--- src/rtl/cpu_pkg.sv ---
// Shared CPU definitions: fetch FSM state encoding and default bus widths.
package cpu_pkg;

  localparam int DW_DEF = 16;
  localparam int AW_DEF = 16;

  typedef enum logic [2:0] {
    ST_IDLE  = 3'd0,
    ST_BUSY  = 3'd1,
    ST_HOLD  = 3'd2,
    ST_DRAIN = 3'd3,
    ST_ERR   = 3'd4
  } fetch_state_e;

endpackage

--- src/rtl/fetch_timeout_ctr.sv ---
// Loadable down-counter with an expiry flag for bounding memory handshakes.
module fetch_timeout_ctr #(
  parameter int CW = 6
) (
  input  logic          clk,
  input  logic          reset,
  input  logic          load,
  input  logic [CW-1:0] load_val,
  input  logic          dec,
  output logic [CW-1:0] count,
  output logic          expired
);

  assign expired = (count == {CW{1'b0}});

  // Load has priority; the count saturates at zero
  always_ff @(posedge clk or posedge reset) begin
    if (reset) begin
      count <= {CW{1'b0}};
    end else if (load) begin
      count <= load_val;
    end else if (dec && !expired) begin
      count <= count - {{(CW-1){1'b0}}, 1'b1};
    end else begin
      count <= count;
    end
  end

endmodule

--- src/rtl/ifetch_unit.sv ---
// Instruction fetch sequencer: PC -> memory read handshake -> instruction register.
module ifetch_unit
  import cpu_pkg::*;
#(
  parameter int DW      = DW_DEF,
  parameter int AW      = AW_DEF,
  parameter int TIMEOUT = 64
) (
  input  logic          clk,
  input  logic          reset,
  input  logic          run,
  input  logic [AW-1:0] pc_in,
  output logic          pc_inc,
  input  logic          flush,
  output logic [AW-1:0] mem_addr,
  output logic          mem_rd,
  input  logic          mem_rdy,
  input  logic [DW-1:0] mem_data,
  output logic [DW-1:0] ir_out,
  output logic [AW-1:0] ir_pc,
  output logic          ir_valid,
  input  logic          ir_ack,
  output logic          fetch_err
);

  localparam int CW = (TIMEOUT > 2) ? $clog2(TIMEOUT) : 1;
  localparam logic [CW-1:0] TMO_LOAD = CW'(TIMEOUT - 1);

  fetch_state_e state_r, next_state_s;
  logic load_addr_s, capture_s, clr_valid_s, set_err_s;
  logic ctr_load_s, ctr_dec_s, ctr_expired_s;
  logic [CW-1:0] ctr_count_s;

  fetch_timeout_ctr #(.CW(CW)) u_tmo (
    .clk      (clk),
    .reset    (reset),
    .load     (ctr_load_s),
    .load_val (TMO_LOAD),
    .dec      (ctr_dec_s),
    .count    (ctr_count_s),
    .expired  (ctr_expired_s)
  );

  // Strobes decode from the state register so they are low while reset holds IDLE
  assign mem_rd = (state_r == ST_BUSY);
  assign pc_inc = (state_r == ST_BUSY) & mem_rdy & ~flush;

  // State register
  always_ff @(posedge clk or posedge reset) begin
    if (reset) begin
      state_r <= ST_IDLE;
    end else begin
      state_r <= next_state_s;
    end
  end

  // Next-state and datapath control decode
  always_comb begin
    next_state_s = state_r;
    load_addr_s  = 1'b0;
    capture_s    = 1'b0;
    clr_valid_s  = 1'b0;
    set_err_s    = 1'b0;
    ctr_load_s   = 1'b0;
    ctr_dec_s    = 1'b0;
    case (state_r)
      ST_IDLE: begin
        if (run && !flush) begin
          load_addr_s  = 1'b1;
          ctr_load_s   = 1'b1;
          next_state_s = ST_BUSY;
        end else begin
          next_state_s = ST_IDLE;
        end
      end
      ST_BUSY: begin
        if (flush) begin
          next_state_s = mem_rdy ? ST_IDLE : ST_DRAIN;
        end else if (mem_rdy) begin
          capture_s    = 1'b1;
          next_state_s = ST_HOLD;
        end else if (ctr_expired_s) begin
          set_err_s    = 1'b1;
          next_state_s = ST_ERR;
        end else begin
          ctr_dec_s    = 1'b1;
        end
      end
      ST_HOLD: begin
        if (flush) begin
          clr_valid_s  = 1'b1;
          next_state_s = ST_IDLE;
        end else if (ir_ack) begin
          clr_valid_s = 1'b1;
          if (run) begin
            load_addr_s  = 1'b1;
            ctr_load_s   = 1'b1;
            next_state_s = ST_BUSY;
          end else begin
            next_state_s = ST_IDLE;
          end
        end else begin
          next_state_s = ST_HOLD;
        end
      end
      ST_DRAIN: begin
        // The counter keeps its BUSY value so the whole request shares one budget
        if (mem_rdy) begin
          next_state_s = ST_IDLE;
        end else if (ctr_expired_s) begin
          set_err_s    = 1'b1;
          next_state_s = ST_ERR;
        end else begin
          ctr_dec_s    = 1'b1;
        end
      end
      ST_ERR: begin
        next_state_s = ST_ERR;
      end
      default: begin
        next_state_s = ST_ERR;
      end
    endcase
  end

  // Address, instruction register and error flag
  always_ff @(posedge clk or posedge reset) begin
    if (reset) begin
      mem_addr  <= {AW{1'b0}};
      ir_out    <= {DW{1'b0}};
      ir_pc     <= {AW{1'b0}};
      ir_valid  <= 1'b0;
      fetch_err <= 1'b0;
    end else begin
      if (load_addr_s) begin
        mem_addr <= pc_in;
      end
      if (capture_s) begin
        ir_out <= mem_data;
        ir_pc  <= mem_addr;
      end
      if (capture_s) begin
        ir_valid <= 1'b1;
      end else if (clr_valid_s) begin
        ir_valid <= 1'b0;
      end
      if (set_err_s) begin
        fetch_err <= 1'b1;
      end
    end
  end

endmodule

--- config.mk ---
export PLATFORM = sky130hd
export DESIGN_NAME = ifetch_unit
export DESIGN_NICKNAME = d
export VERILOG_FILES = /design/src/rtl/cpu_pkg.sv /design/src/rtl/fetch_timeout_ctr.sv /design/src/rtl/ifetch_unit.sv
export SDC_FILE = /design/constraint.sdc
export NUM_CORES = 1
export LEC_CHECK = 0
export BUFFER_PORTS_ARGS = -buffer_cell sky130_fd_sc_hd__buf_2
export CAP_MARGIN = 0
export CORE_ASPECT_RATIO = 0.8
export CORE_MARGIN = 4
export CORE_UTILIZATION = 44
export DETAILED_ROUTE_END_ITERATION = 16
export GPL_TIMING_DRIVEN = 0
export PLACE_DENSITY = 0.78
export RECOVER_POWER = 100
export SETUP_SLACK_MARGIN = 0.2
export SLEW_MARGIN = 20
export SYNTH_ARGS = -nofsm -noshare
export SYNTH_HDL_FRONTEND = slang
export SYNTH_SLANG_ARGS = --single-unit
--- constraint.sdc ---
create_clock -name clk -period 1.7 [get_ports clk]
set_input_delay 0.255 -clock clk [delete_from_list [all_inputs] [get_ports clk]]
set_output_delay 0.255 -clock clk [all_outputs]
set_load 0.02 [all_outputs]
==> impl_results.md <==
- Status: complete, but fails checks
- Violated checks: negative setup slack
- Share of layout cells above drive strength 1: 52.0%
- Maximum number of pins on one net before global-route repair: 36
- CTS tree: built
- IO Pins: 90
- Initial Util: 47.1%
- Drt pass-1 iters: 4
- Area of the multi-input gates: 1140 sq um
- TNS Setup: -1.75 ns
- Pwr Total: about 5600 uW
- HP Class: in2reg
- Final Setup Violations: 37
- DR WL/cell: 17.3 microns
- Yosys cell types: 36
- Antenna violations before repair: 0
- Vias/cell: between 5 and 6
- Diodes inserted: 0
- Finished Layout Cells: around 360
- Hold Vio Cnt, Final: 0
- Yosys top cell by area: dfrtp_1
- Clk slew on worst S/H paths: 0.07 ns
- Final setup margin: -0.205 ns
- Placed Cells: 319
- Overflow after GRT: 0
- Worst slew pin tran: ~0.54 ns
- Ranking of synthesized cells by area: dfrtp_1 60%, mux2_2 21%, mux2_1 1.8%
- Site Rows: 23
- Clk Latency, worst-skew pair: 0.33 ns
- TritonCTS Buffers: 9
- Synthesized area: roughly 2400 sq um
- R2R depth: 6
- Height of the die: around 75 microns
- Warning count from the yosys run: 0
- Total GRT Usage: 19.2%
- Fin util: 73.3%
- Syn nets: 207
- Post-DP HPWL: 3.78 mm
- Reg2reg start: u_tmo.count[1]
- Number of global-route vias before repair: 1927
- Worst hold endpoint: ir_out[8]
- P_leak: 0.00176 uW
- Final-report max-slew violation count: 0
- Register area share after synthesis: 60.5%
- Clock root cell: clkbuf_8
- Tmin final: approximately 1.9 ns
- Fill count: 379
- Hold wc startpoint: mem_data[8]
- Commonest cells post-synth: 59 x dfrtp_1, 45 x mux2_2, 5 x inv_1, 5 x nor2_1
- CORE AREA: 5180 sq um
- # port buffers: between 80 and 90
- Drt drc: 0
- Routed wire length: between 6 and 7 mm
- Most common cell in the netlist: dfrtp_1
- ANT nets after route: 0
- Reg2reg setup slack: -0.20 ns
- Req. time, crit path: 1.91 ns
- CP max stage delay: 0.47 ns
- Deepest clock path buffer count: 2
- FMAX: 525 MHz
- Initial DRC count: 73
- Die area: 6810 sq um
- DIE WIDTH: 91.3 microns
- Max_cap viols: 0
- GPL Wtd Cong: about 0.80
- Final #Nets: 337
- Design area: ~3800 sq um
- Vias after detailed routing: roughly 1900
- Clock Skew: roughly 0.0077 ns
- CP arrival: 2.12 ns
- First-pass GRT wire length: 9.93 mm
- Clk sink count: 59
- FF-to-FF End: u_tmo.count[5]
- Worst-path fanout max: 3
- Fin crit share: 112%
- Hold Path Stages: 2
- H-tree Lvls: 3
- FF/Latch Area: 1480 sq um
- Crit end category: flip-flop
- #FFs+latches synth: 59
- Top FF cell, synth: dfrtp_1
- Worst setup SP type: flip-flop
- Post-synth EDFFs: 0
- CP Cell Sequence: inv_2 -> ha_4 -> or4b_4 -> o211ai_1 -> nor4_1 -> mux2_1
- Gate Count Post-Synth: 167
- Area Overhead vs Synth: 55.5%
- Async S/R FF share, synth: 100%
- Slowest CP cell: or4b_4
- RSZ-0062 raised after global routing: yes
- Peak supply drop: about 0.00084 V
- Pwr/cell area: 1480 nW/um^2
- Avg Cell Area, Syn: 14.6 sq um
- Worst slew margin: between 60% and 70%
- Top cell type's share of synthesized area: between 60% and 70%
- Critical path type: reg2reg
- DP Area: 3150 sq um
==> stage by stage <==
| stage | worst slack, ns | hold slack (ns) |
|---|---|---|
| after floorplan | -0.0704 | 0.355 |
| after global placement | -0.195 | 0.443 |
| after detailed placement | -0.212 | 0.347 |
| after CTS | -0.143 | 0.131 |
| after global routing | -0.262 | 0.130 |
| final | -0.205 | 0.147 |
==> worst max-delay path by stage <==
stage	from	to	slack [ns]	depth (start not counted)
floorplan	u_tmo.count[0]	u_tmo.count[5]	-0.07	6
global placement	u_tmo.count[0]	u_tmo.count[5]	-0.20	6
detailed placement	u_tmo.count[0]	u_tmo.count[5]	-0.21	6
CTS	u_tmo.count[0]	u_tmo.count[5]	-0.14	6
global route	u_tmo.count[1]	u_tmo.count[5]	-0.26	6
finish	u_tmo.count[1]	u_tmo.count[5]	-0.20	6
==> repair_timing <==
| action | in CTS | in global routing |
|---|---|---|
| hold endpoints to repair | 24 | 0 |
| setup endpoints to repair | 60 | 60 |
| gates resized for setup | 44 | 8 |
| pin swaps | 11 | 10 |
| setup buffers | 17 | 7 |
| hold buffers | 1 | 0 |
| gates cloned | 3 | 1 |
==> sequential cells by signal (all words and copies together), names as in the netlist <==
name / cells
u_tmo.count: 6
ir_out: 16
state_r: 3
ir_pc: 16
mem_addr: 16
ir_valid: 1
fetch_err: 1
==> where the power goes <==
| group | switching [uW] | leakage [uW] | internal [uW] |
|---|---|---|---|
| registers | 324 | 0.000690 | 1890 |
| clock network | 577 | 0.0000987 | 716 |
| logic | 1110 | 0.000975 | 994 |
==> routing by layer <==
layer	wire length, microns	part of all wire, %	up-vias	track usage (%)
met2	3050	48	83	31.8
li1	-	-	863	-
met1	2760	44	925	24.9
met5	0	0	-	0
met4	74	1.2	0	7.02
met3	426	6.8	11	5.19
==> critical path, delay by kind of cell, from the launching register on <==
| family | cells | cell delay, ns |
|---|---|---|
| buf+inv | 1 | 0.09 |
| simple gates | 2 | 0.56 |
| fa+ha+maj | 1 | 0.14 |
| mux | 1 | 0.31 |
| flops | 1 | 0.41 |
| compound gates | 1 | 0.28 |
==> cell usage in the layout, fill, tap and decap left out, types with 4 or more instances in the layout <==
| cell | netlist | layout |
|---|---|---|
| dfrtp_1 | 59 | 57 |
| o211ai_1 | 4 | 4 |
| clkbuf_8 | 0 | 10 |
| nand2_1 | 4 | 4 |
| buf_12 | 0 | 7 |
| buf_6 | 2 | 11 |
| clkbuf_1 | 0 | 51 |
| buf_4 | 0 | 13 |
| mux2_4 | 0 | 48 |
| buf_2 | 3 | 36 |
==> kinds of logic (layout without fill, tap and decap cells) <==
group	after synthesis	after routing	synth area share, %
AO/OA/AOI/OAI	17	17	4.82
buffers and inverters	11	146	2.92
XOR/XNOR	1	1	0.359
adder cells (fa/ha/maj)	2	2	1.02
AND/OR/NAND/NOR	28	28	7.79
multiplexers	49	49	22.6
flip-flops	59	59	60.5
==> layout make-up <==
class	count	share of cell area (%)
sequential	59	39.0
buffer	6	2.47
tap	62	2.04
multi-input combinational	97	30.1
clock buffer	10	3.63
timing repair buffer	119	20.5
clock inverter	6	1.68
inverter	5	0.593
No activity file was read; power rests on OpenSTA's default activity.
